===== src/rtl/spike_net_pkg.sv =====
// Shared definitions for the spike network arbitration blocks: FSM state
// encoding, id-width helper and a saturating adder for event counters.
package spike_net_pkg;

   // Channel FSM states: waiting for work, driving a pulse, enforcing the gap.
   typedef enum logic [1:0] {
      ST_IDLE = 2'd0,
      ST_FIRE = 2'd1,
      ST_GAP  = 2'd2
   } state_e;

   // Width of a neuron index; never narrower than one bit.
   function automatic int id_w(input int n);
      return (n > 1) ? $clog2(n) : 1;
   endfunction

   // Add inc to v, clamping the result at max.
   function automatic logic [63:0] sat_add(input logic [63:0] v,
                                           input logic [63:0] inc,
                                           input logic [63:0] max);
      logic [63:0] sum;
      sum = v + inc;
      if (sum > max || sum < v) begin
         return max;
      end
      return sum;
   endfunction

endpackage


===== src/rtl/spike_rr_picker.sv =====
// Combinational round-robin search: returns the first set pending bit found
// when scanning upward from pointer+1, wrapping around past index N-1.
module spike_rr_picker #(
   parameter int N    = 2,
   parameter int ID_W = 1
) (
   input  logic [N-1:0]    pending,
   input  logic [ID_W-1:0] pointer,
   output logic            valid,
   output logic [ID_W-1:0] winner
);

   logic [ID_W:0] base;
   logic [N-1:0]  rot;
   int            wsum;

   // Rotate pending so bit 0 is the highest-priority source, then take the
   // lowest set bit and map its offset back to an absolute index.
   always_comb begin
      base   = {1'b0, pointer} + {{ID_W{1'b0}}, 1'b1};
      rot    = N'({pending, pending} >> base);
      valid  = 1'b0;
      wsum   = 0;
      winner = '0;
      for (int j = N - 1; j >= 0; j--) begin
         if (rot[j]) begin
            valid = 1'b1;
            wsum  = int'(base) + j;
         end
      end
      if (wsum >= N) begin
         wsum = wsum - N;
      end
      winner = ID_W'(wsum);
   end

endmodule


===== src/rtl/spike_channel_arbiter.sv =====
// Shares one synapse channel between N_NEURONS spike sources. Rising edges
// are latched into per-source pending bits, granted round-robin, and each
// grant produces a PULSE_LEN-cycle pulse tagged with the source id followed
// by GAP_LEN forced-idle cycles. Lost events are counted in drop_count.
module spike_channel_arbiter
   import spike_net_pkg::*;
#(
   parameter int N_NEURONS = 2,
   parameter int PULSE_LEN = 4,
   parameter int GAP_LEN   = 2,
   parameter int CNT_W     = 8
) (
   input  logic                         clk,
   input  logic                         reset,
   input  logic                         enable,
   input  logic [N_NEURONS-1:0]         spike_in,
   output logic                         spike_out,
   output logic [id_w(N_NEURONS)-1:0]   spike_id,
   output logic                         busy,
   output logic [N_NEURONS-1:0]         pending,
   output logic [CNT_W-1:0]             drop_count,
   output logic [1:0]                   state_dbg
);

   localparam int ID_W    = id_w(N_NEURONS);
   localparam int CNT_MAX = (PULSE_LEN > GAP_LEN) ? PULSE_LEN : GAP_LEN;
   localparam int TW      = (CNT_MAX > 1) ? $clog2(CNT_MAX) : 1;

   localparam logic [1:0]    S_IDLE     = ST_IDLE;
   localparam logic [1:0]    S_FIRE     = ST_FIRE;
   localparam logic [1:0]    S_GAP      = ST_GAP;
   localparam logic [TW-1:0] PULSE_INIT = TW'(PULSE_LEN - 1);
   localparam logic [TW-1:0] GAP_INIT   = TW'((GAP_LEN > 0) ? GAP_LEN - 1 : 0);
   localparam logic [63:0]   DROP_MAX   = (64'd1 << CNT_W) - 64'd1;

   logic [1:0]           state_q, state_d;
   logic [TW-1:0]        tmr_q, tmr_d;
   logic [N_NEURONS-1:0] prev_q, prev_d;
   logic [N_NEURONS-1:0] pending_q, pending_d;
   logic [ID_W-1:0]      ptr_q, ptr_d;
   logic                 spike_out_q, spike_out_d;
   logic [ID_W-1:0]      spike_id_q, spike_id_d;
   logic                 busy_q, busy_d;
   logic [CNT_W-1:0]     drop_q, drop_d;

   logic [N_NEURONS-1:0] events;
   logic [N_NEURONS-1:0] grant_mask;
   logic [N_NEURONS-1:0] drops;
   logic [31:0]          n_drops;
   logic                 pick_valid;
   logic [ID_W-1:0]      pick_idx;
   logic                 slot_free;
   logic                 grant;

   spike_rr_picker #(
      .N    (N_NEURONS),
      .ID_W (ID_W)
   ) u_picker (
      .pending (pending_q),
      .pointer (ptr_q),
      .valid   (pick_valid),
      .winner  (pick_idx)
   );

   // Rising-edge detection; history tracks spike_in even while disabled so
   // a level held across enable going high is not mistaken for a new event.
   always_comb begin
      prev_d = spike_in;
      events = spike_in & ~prev_q & {N_NEURONS{enable}};
   end

   // A new grant may start in IDLE or on the final cycle of the gap (or of
   // the pulse when there is no gap), keeping pulses exactly GAP_LEN apart.
   always_comb begin
      slot_free = 1'b0;
      case (state_q)
         S_IDLE:  slot_free = 1'b1;
         S_FIRE:  slot_free = (tmr_q == '0) && (GAP_LEN == 0);
         S_GAP:   slot_free = (tmr_q == '0);
         default: slot_free = 1'b1;
      endcase
      grant      = slot_free && enable && pick_valid;
      grant_mask = '0;
      if (grant) begin
         grant_mask[pick_idx] = 1'b1;
      end
   end

   // Channel FSM: pulse timing, gap timing and grant bookkeeping.
   always_comb begin
      state_d     = state_q;
      tmr_d       = tmr_q;
      spike_out_d = spike_out_q;
      spike_id_d  = spike_id_q;
      ptr_d       = ptr_q;
      case (state_q)
         S_FIRE: begin
            if (tmr_q != '0) begin
               tmr_d = tmr_q - 1'b1;
            end else if (GAP_LEN > 0) begin
               state_d     = S_GAP;
               tmr_d       = GAP_INIT;
               spike_out_d = 1'b0;
            end else begin
               state_d     = S_IDLE;
               spike_out_d = 1'b0;
            end
         end
         S_GAP: begin
            if (tmr_q != '0) begin
               tmr_d = tmr_q - 1'b1;
            end else begin
               state_d = S_IDLE;
            end
         end
         S_IDLE: begin
            spike_out_d = 1'b0;
         end
         default: begin
            state_d     = S_IDLE;
            spike_out_d = 1'b0;
         end
      endcase
      if (grant) begin
         state_d     = S_FIRE;
         tmr_d       = PULSE_INIT;
         spike_out_d = 1'b1;
         spike_id_d  = pick_idx;
         ptr_d       = pick_idx;
      end
      busy_d = (state_d != S_IDLE);
   end

   // Pending capture: a new event beats a same-cycle grant clear, and an
   // event hitting an already-pending bit that is not being granted is lost.
   always_comb begin
      pending_d = (pending_q & ~grant_mask) | events;
      drops     = events & pending_q & ~grant_mask;
      n_drops   = '0;
      for (int i = 0; i < N_NEURONS; i++) begin
         n_drops = n_drops + {31'd0, drops[i]};
      end
      drop_d = CNT_W'(sat_add(64'(drop_q), 64'(n_drops), DROP_MAX));
   end

   // State registers; reset aborts any pulse in flight.
   always_ff @(posedge clk) begin
      if (reset) begin
         state_q     <= S_IDLE;
         tmr_q       <= '0;
         prev_q      <= '0;
         pending_q   <= '0;
         ptr_q       <= ID_W'(N_NEURONS - 1);
         spike_out_q <= 1'b0;
         spike_id_q  <= '0;
         busy_q      <= 1'b0;
         drop_q      <= '0;
      end else begin
         state_q     <= state_d;
         tmr_q       <= tmr_d;
         prev_q      <= prev_d;
         pending_q   <= pending_d;
         ptr_q       <= ptr_d;
         spike_out_q <= spike_out_d;
         spike_id_q  <= spike_id_d;
         busy_q      <= busy_d;
         drop_q      <= drop_d;
      end
   end

   assign spike_out  = spike_out_q;
   assign spike_id   = spike_id_q;
   assign busy       = busy_q;
   assign pending    = pending_q;
   assign drop_count = drop_q;
   assign state_dbg  = state_q;

endmodule


===== config.mk =====
export PLATFORM = sky130hd
export DESIGN_NAME = spike_channel_arbiter
export DESIGN_NICKNAME = d
export VERILOG_FILES = /design/src/rtl/spike_net_pkg.sv /design/src/rtl/spike_rr_picker.sv /design/src/rtl/spike_channel_arbiter.sv
export SDC_FILE = /design/constraint.sdc
export NUM_CORES = 1
export LEC_CHECK = 0
export CORE_AREA = 3 3 55 57
export CTS_CLUSTER_DIAMETER = 150
export DETAILED_ROUTE_END_ITERATION = 12
export DIE_AREA = 0 0 58 60
export PLACE_DENSITY_LB_ADDON = 0.05
export SYNTH_ARGS = -nofsm -noshare
export SYNTH_HDL_FRONTEND = slang
export SYNTH_SLANG_ARGS = --single-unit

===== constraint.sdc =====
create_clock -name clk -period 7.6 [get_ports clk]
set_input_delay 1.52 -clock clk [delete_from_list [all_inputs] [get_ports clk]]
set_output_delay 1.52 -clock clk [all_outputs]
set_load 0.005 [all_outputs]

# ---- After elaboration in Yosys (flattened, before gate mapping)
# Cells that the tools add are included.
# Widths: inputs -> output; s select.
dict set report word_totals {
  output_inout_bits 15
  in_bits 5
  elab_cells 68
  ff_bits 20
}
dict set report op_classes {
  add_sub_neg 6
  n_reduce_logical 11
  eq_ne 5
  mux 23
  n_shift 1
  order_cmp 5
  bitwise_logic 8
}
# operator n
set ops {}
lappend ops {{$mux 32} 2}
lappend ops {{$ge 32x3->1 const B} 1}
lappend ops {{$mux 8} 2}
lappend ops {{$mux 2} 7}
lappend ops {{$and 2x2->2} 5}
lappend ops {{$add 8x2->9} 1}
lappend ops {{$gt 9x8->1 const B} 1}
lappend ops {{$lt 9x8->1} 1}
lappend ops {{$mux 1} 7}
lappend ops {{$ne 3x3->1 const B} 2}
lappend ops {{$pmux 2 s3} 1}
lappend ops {{$logic_not 2->1} 2}
lappend ops {{$not 2->2} 2}
lappend ops {{$pmux 1 s2} 2}
lappend ops {{$pmux 2 s2} 1}
lappend ops {{$reduce_and 2->1} 2}
lappend ops {{$reduce_bool 2->1} 2}
lappend ops {{$shr 4x2->2} 1}
lappend ops {{$add 2x1->3 const B} 1}
lappend ops {{$logic_and 1x1->1} 3}
lappend ops {{$reduce_bool 3->1} 1}
lappend ops {{$add 1x1->2} 1}
lappend ops {{$add 1x1->2 const B} 1}
lappend ops {{$eq 2x1->1 const B} 1}
lappend ops {{9 further kinds} 9}

# ---- Logic depth before layout (Yosys ltp)
# Gate-level depths: netlist (run 1).
dict set report logic_depth {
  word_depth 19
  mapped_depth 14
  depth_no_buf 13
}

# ---- Hierarchy
# A second synthesis (run 1) with hierarchy kept.
dict set report hier_totals {
  cells_unflattened 119
  hier_area_um2 1017.2
}
# mod instances seq_area_each_um2 area_each_um2 cells_each
set modules_own_cells {}
lappend modules_own_cells {spike_channel_arbiter 1 400.4 1003.5 117}
lappend modules_own_cells {spike_rr_picker 1 0.0 13.8 2}

# ---- Least setup slack after synthesis (run 1)
# Ideal clock, no wire load.
dict set report synth_timing {
  kind {input-to-reg}
  startpoint {input port enable}
  endpoint {register drop_q[0] (netlist: drop_count[0])}
  arrival_ns 4.076
  cell_stages 11
  required_ns 7.514
  setup_ns 0.086
  path_buffers 0
  slack_ns 3.437
  cell_sequence {o211ai_1 o21ai_0 or2_2 fa_1 nor3_1 and3_1 ha_1 xor2_1 nor3b_2 a311o_4 a221oi_2}
}
dict set report synth_between {
  elab_chain_len 11
  word_cells_on_any_way 14
  classes_between {add/sub: 2; order compare: 2; mux: 3; bitwise: 4; reduce/logical: 3}
}
# element line_no
set synth_lines {}
lappend synth_lines {{start: declaration} spike_channel_arbiter.sv:15} ;# input logic enable,
lappend synth_lines {{$logic_and 1x1->1 (2 in a row)} spike_channel_arbiter.sv:82} ;# grant = slot_free && enable && pick_valid;
lappend synth_lines {{$mux 2} spike_channel_arbiter.sv:84} ;# if (grant) begin
lappend synth_lines {{$not 2->2} spike_channel_arbiter.sv:138} ;# drops = events & pending_q & ~grant_mask;
lappend synth_lines {{$and 2x2->2 (*)} spike_channel_arbiter.sv:138}
lappend synth_lines {{$add 1x1->2 (*)} spike_channel_arbiter.sv:141} ;# n_drops = n_drops + {31'd0, drops[i]};
lappend synth_lines {{$add 8x2->9 (*)} spike_net_pkg.sv:22} ;# sum = v + inc;
lappend synth_lines {{$gt 9x8->1 / $lt 9x8->1 (equally long branches)} spike_net_pkg.sv:23} ;# if (sum > max || sum < v) begin
lappend synth_lines {{$logic_or 1x1->1} spike_net_pkg.sv:23}
lappend synth_lines {{$mux 1} spike_net_pkg.sv:23}
lappend synth_lines {{$mux 8 (*)} spike_net_pkg.sv:26} ;# return sum;
lappend synth_lines {{end signal: assignment} spike_channel_arbiter.sv:167} ;# drop_q <= drop_d;
lappend synth_lines {{end: declaration} spike_channel_arbiter.sv:44} ;# logic [CNT_W-1:0] drop_q, drop_d;
# Mark *: on every way between the ends. The rest lies on a longest branch, timed or not.
# A chain may end at the register's enable or synchronous reset.

# ---- Worst setup path after layout (run 1)
dict set report layout_timing {
  startpoint {input port enable}
  endpoint {register drop_q[7] (netlist: drop_count[7])}
}
# Same word-level chain as after synthesis.

==> results of run 1 <==
==> synth_stat cells (all sizes together) <==
cell	n	share of area [%]
inv	6	1.9
nand2b	3	1.6
nand3b	3	1.9
nand2	11	3.6
a221o	1	0.86
o2111ai	1	0.75
nor2b	5	2.7
o211a	1	0.86
and3	3	1.7
or2	3	1.6
a21oi	10	5.3
o21ai	7	3.0
o31ai	2	2.2
fa	1	1.7
a22o	1	0.86
a31oi	3	1.6
a311o	1	1.7
o21bai	1	0.65
nor3b	1	1.1
nor2	9	2.9
dfxtp	20	34
ha	5	5.4
o32ai	1	1.4
nor3	2	0.86
a22oi	1	0.65
xor2	3	2.3
nand3	3	2.4
a211o	1	0.75
and2b	5	3.9
buf	3	2.4
a221oi	5	6.5
o211ai	1	0.65
==> worst min-delay path, stage by stage, from the launching register on <==
cell	delay, ns
dfxtp_1	0.33
nand2_1	0.05
a21oi_1	0.05
==> per-stage QoR <==
stage | setup WS [ns] | total power, mW | hold WS (ns) | utilization [%] | area [um2]
CTS | 2.91 | 0.217 | 0.468 | 54.9 | 1390
global placement | 2.74 | 0.166 | 0.448 | 54.0 | 1360
finish | 2.93 | 0.215 | 0.466 | 54.9 | 1390
detailed placement | 2.60 | 0.167 | 0.449 | 54.0 | 1360
floorplan | 3.44 | 0.149 | 0.453 | - | 1160
global route | 2.76 | 0.227 | 0.519 | 54.9 | 1390
==> final timing paths <==
| check | to | from | cells after the start | slack, ns |
|---|---|---|---|---|
| worst min-delay path | spike_out$_SDFFE_PP0P_ | spike_out$_SDFFE_PP0P_ | 2 | 0.47 |
| worst min register to register | spike_out$_SDFFE_PP0P_ | spike_out$_SDFFE_PP0P_ | 2 | 0.47 |
| worst max register to register | drop_count[7]$_SDFF_PP0_ | state_dbg[0]$_SDFF_PP0_ | 12 | 4.00 |
| worst max-delay path | drop_count[7]$_SDFF_PP0_ | enable | 12 | 2.93 |
==> power breakdown <==
part	internal (mW)	switching (mW)
sequential	0.112	0.00791
combinational	0.0245	0.0205
clock	0.0184	0.0320
==> kinds of logic (layout without fill, tap and decap cells) <==
kind of cell | after synthesis | after routing | share of synthesized area (%)
compound gates | 37 | 37 | 27.7
xor+xnor | 3 | 3 | 2.26
fa+ha+maj | 6 | 6 | 7.10
buf+inv | 9 | 28 | 4.31
flops | 20 | 20 | 34.4
simple gates | 48 | 48 | 24.2
==> cells in the final DEF, fill, tap and decap left out <==
cell type,netlist,routed
a211o_1,1,1
a21oi_1,9,9
a21oi_4,1,1
a221o_1,1,1
a221oi_2,5,5
a22o_2,1,1
a22oi_1,1,1
a311o_4,1,1
a31oi_1,3,3
and2b_1,1,1
and2b_2,2,2
and2b_4,2,2
and3_1,2,2
and3_2,1,1
clkbuf_4,0,3
clkdlybuf4s50_1,0,19
dfxtp_1,20,20
fa_1,1,1
ha_1,5,5
inv_1,6,6
nand2_1,11,11
nand2b_1,3,3
nand3_1,2,2
nand3_4,1,1
nand3b_1,3,3
nor2_1,9,9
nor2b_1,5,5
nor3_1,2,2
nor3b_2,1,1
o2111ai_1,1,1
o211a_1,1,1
o211ai_1,1,1
o21ai_0,6,6
o21ai_1,1,1
o21bai_1,1,1
o31ai_2,2,2
o32ai_2,1,1
or2_1,1,1
or2_2,2,2
xor2_1,3,3
==> sequential cells by signal (all words and copies together), names as in the netlist <==
register,count
drop_count,8
pending,2
prev_q,2
state_dbg,2
tmr_q,2
busy,1
ptr_q,1
spike_id,1
spike_out,1
==> cell type report <==
| type | count | area [um2] |
|---|---|---|
| fillers | 248 | 1140 |
| multi-input cells | 94 | 712 |
| flip-flops and latches | 20 | 400 |
| repair buffers | 19 | 190 |
| well taps | 30 | 37.5 |
| clock buffers | 3 | 22.5 |
| inverters | 6 | 22.5 |
==> per-layer routing <==
metal / up-vias / track usage, % / part of all wire, %
met5: - / 0 / 0
met4: 0 / 5.96 / 0.58
met3: 2 / 1.94 / 3.6
met2: 19 / 29.2 / 50
met1: 434 / 20.4 / 46
li1: 487 / - / -
==> metrics.md, run 1 <==
| Metric | Value |
|---|---|
| Status | completed |
| Synth warnings | 0 |
| CP peak stage delay | 0.48 ns |
| Fin cells | 172 |
| Die area | 3480 um2 |
| PD cells | 155 nW/um2 |
| Lkg Pwr | 0.548 nW |
| Avg Inst Size Synth | 9.45 um2 |
| Worst path slowest cell | clkdlybuf4s50_1 |
| Data required time at the worst endpoint | 7.79 ns |
| Synthesized area | 1160 um2 |
| Max Fclk | 214 MHz |
| Vert. Die Dim | 60 um |
| H-tree depth | 1 |
| Worst path arrival time | 4.85 ns |
| Critical path endpoint category | flop |
| Routability cong. | 0.759 |
| Delay-heaviest family, CP | compound AO/OA/AOI/OAI gates |
| Worst path bufs/invs | 1 |
| Largest net degree at the start of global routing | 24 |
| Clock transition at path regs | 0.10 ns |
| Floorplan core area | 2520 um2 |
| Site Rows | 18 |
| Share of layout cells above drive strength 1 | 16.2% |
| Yosys reg bits | 20 |
| Fin. Hold Viols | 0 |
| CTS Hold Bufs | 0 |
| WL final | 2430 um |
| Final antenna-violating net count | 0 |
| RSZ-0062 raised after global routing | no |
| Post-synthesis sequential area ratio | 34.4% |
| Fin nets | 155 |
| Clock Tree Root | clkbuf_4 |
| Critical path class | input pin to flop |
| CTS Sinks | 20 |
| Worst rel slew slack | 33.4% |
| Actual slew at the worst max-slew pin | 0.996 ns |
| Synth-to-Final Area Change | 19.2% |
| Via density | 5.48 |
| Crit Path Max Fanout | 8 |
| Clk buf depth | 2 |
| Worst min path class | flop to flop |
| Max cap viols | 0 |
| Boundary pin count | 20 |
| Antenna cell count | 0 |
| Clk Latency, worst-skew pair | 0.30 ns |
| CTS tree | done |
| Remaining DRCs | 0 |
| Vias in the first global route | 996 |
| DRT Pass-1 Iters | 4 |
| Starting DRT DRC Count | 38 |
| Max-slew violation count | 0 |
| CP Launch Type | input pin |
| Post-CTS Setup Bufs | 0 |
| Initial core utilization | 46.1% |
| Max IR drop VDD | 0.0000987 V |
| Synth Instances | 123 |
| Worst Clk Skew | 0.0146 ns |
| Cell count after placement | 169 |
| Num CTS Buffers | 3 |
| Crit path cell chain | clkdlybuf4s50_1 > o211ai_1 > o21ai_0 > or2_2 > fa_1 > nor3_1 > and3_1 > ha_1 > xor2_1 > nor3b_2 > a311o_4 > a221oi_2 |
| Period minus WS final | 4.67 ns |
| Die W | 58 um |
| Synth cell types | 40 |
| Gr usage total | 16.5% |
| Final Setup Violations | 0 |
| Grt total ovfl | 0 |
| First-pass GRT wire length | 4480 um |
| HPWL after detailed placement | 1840 um |
| Final critical-path share of the clock period | 61.4% |
| Vias | 942 |
| Drt wl/cell | 14.1 um |
| Initial antenna violation count | 0 |
| I/O Buffers | 19 |
| Net count after synthesis | 134 |
| CTS resizes | 0 |
| Setup TNS | 0 ns |
(Power assumes the default switching activity.)
==> run 2, diff against run 1 <==
Clock period 7.6 ns to 4.5 ns, I/O delays scaled along.
==> results of run 2 <==
Same layout as run 1 (identical final DEF). Status: completed.
Among the figures that moved: setup slack after placement 2.60 ns -> 0.124 ns; setup slack after layout 2.93 ns -> 0.451 ns; register-to-register setup slack 4.00 ns -> 0.90 ns; total power 0.215 mW -> 0.363 mW; worst IR drop on VDD 0.0000987 V -> 0.000167 V
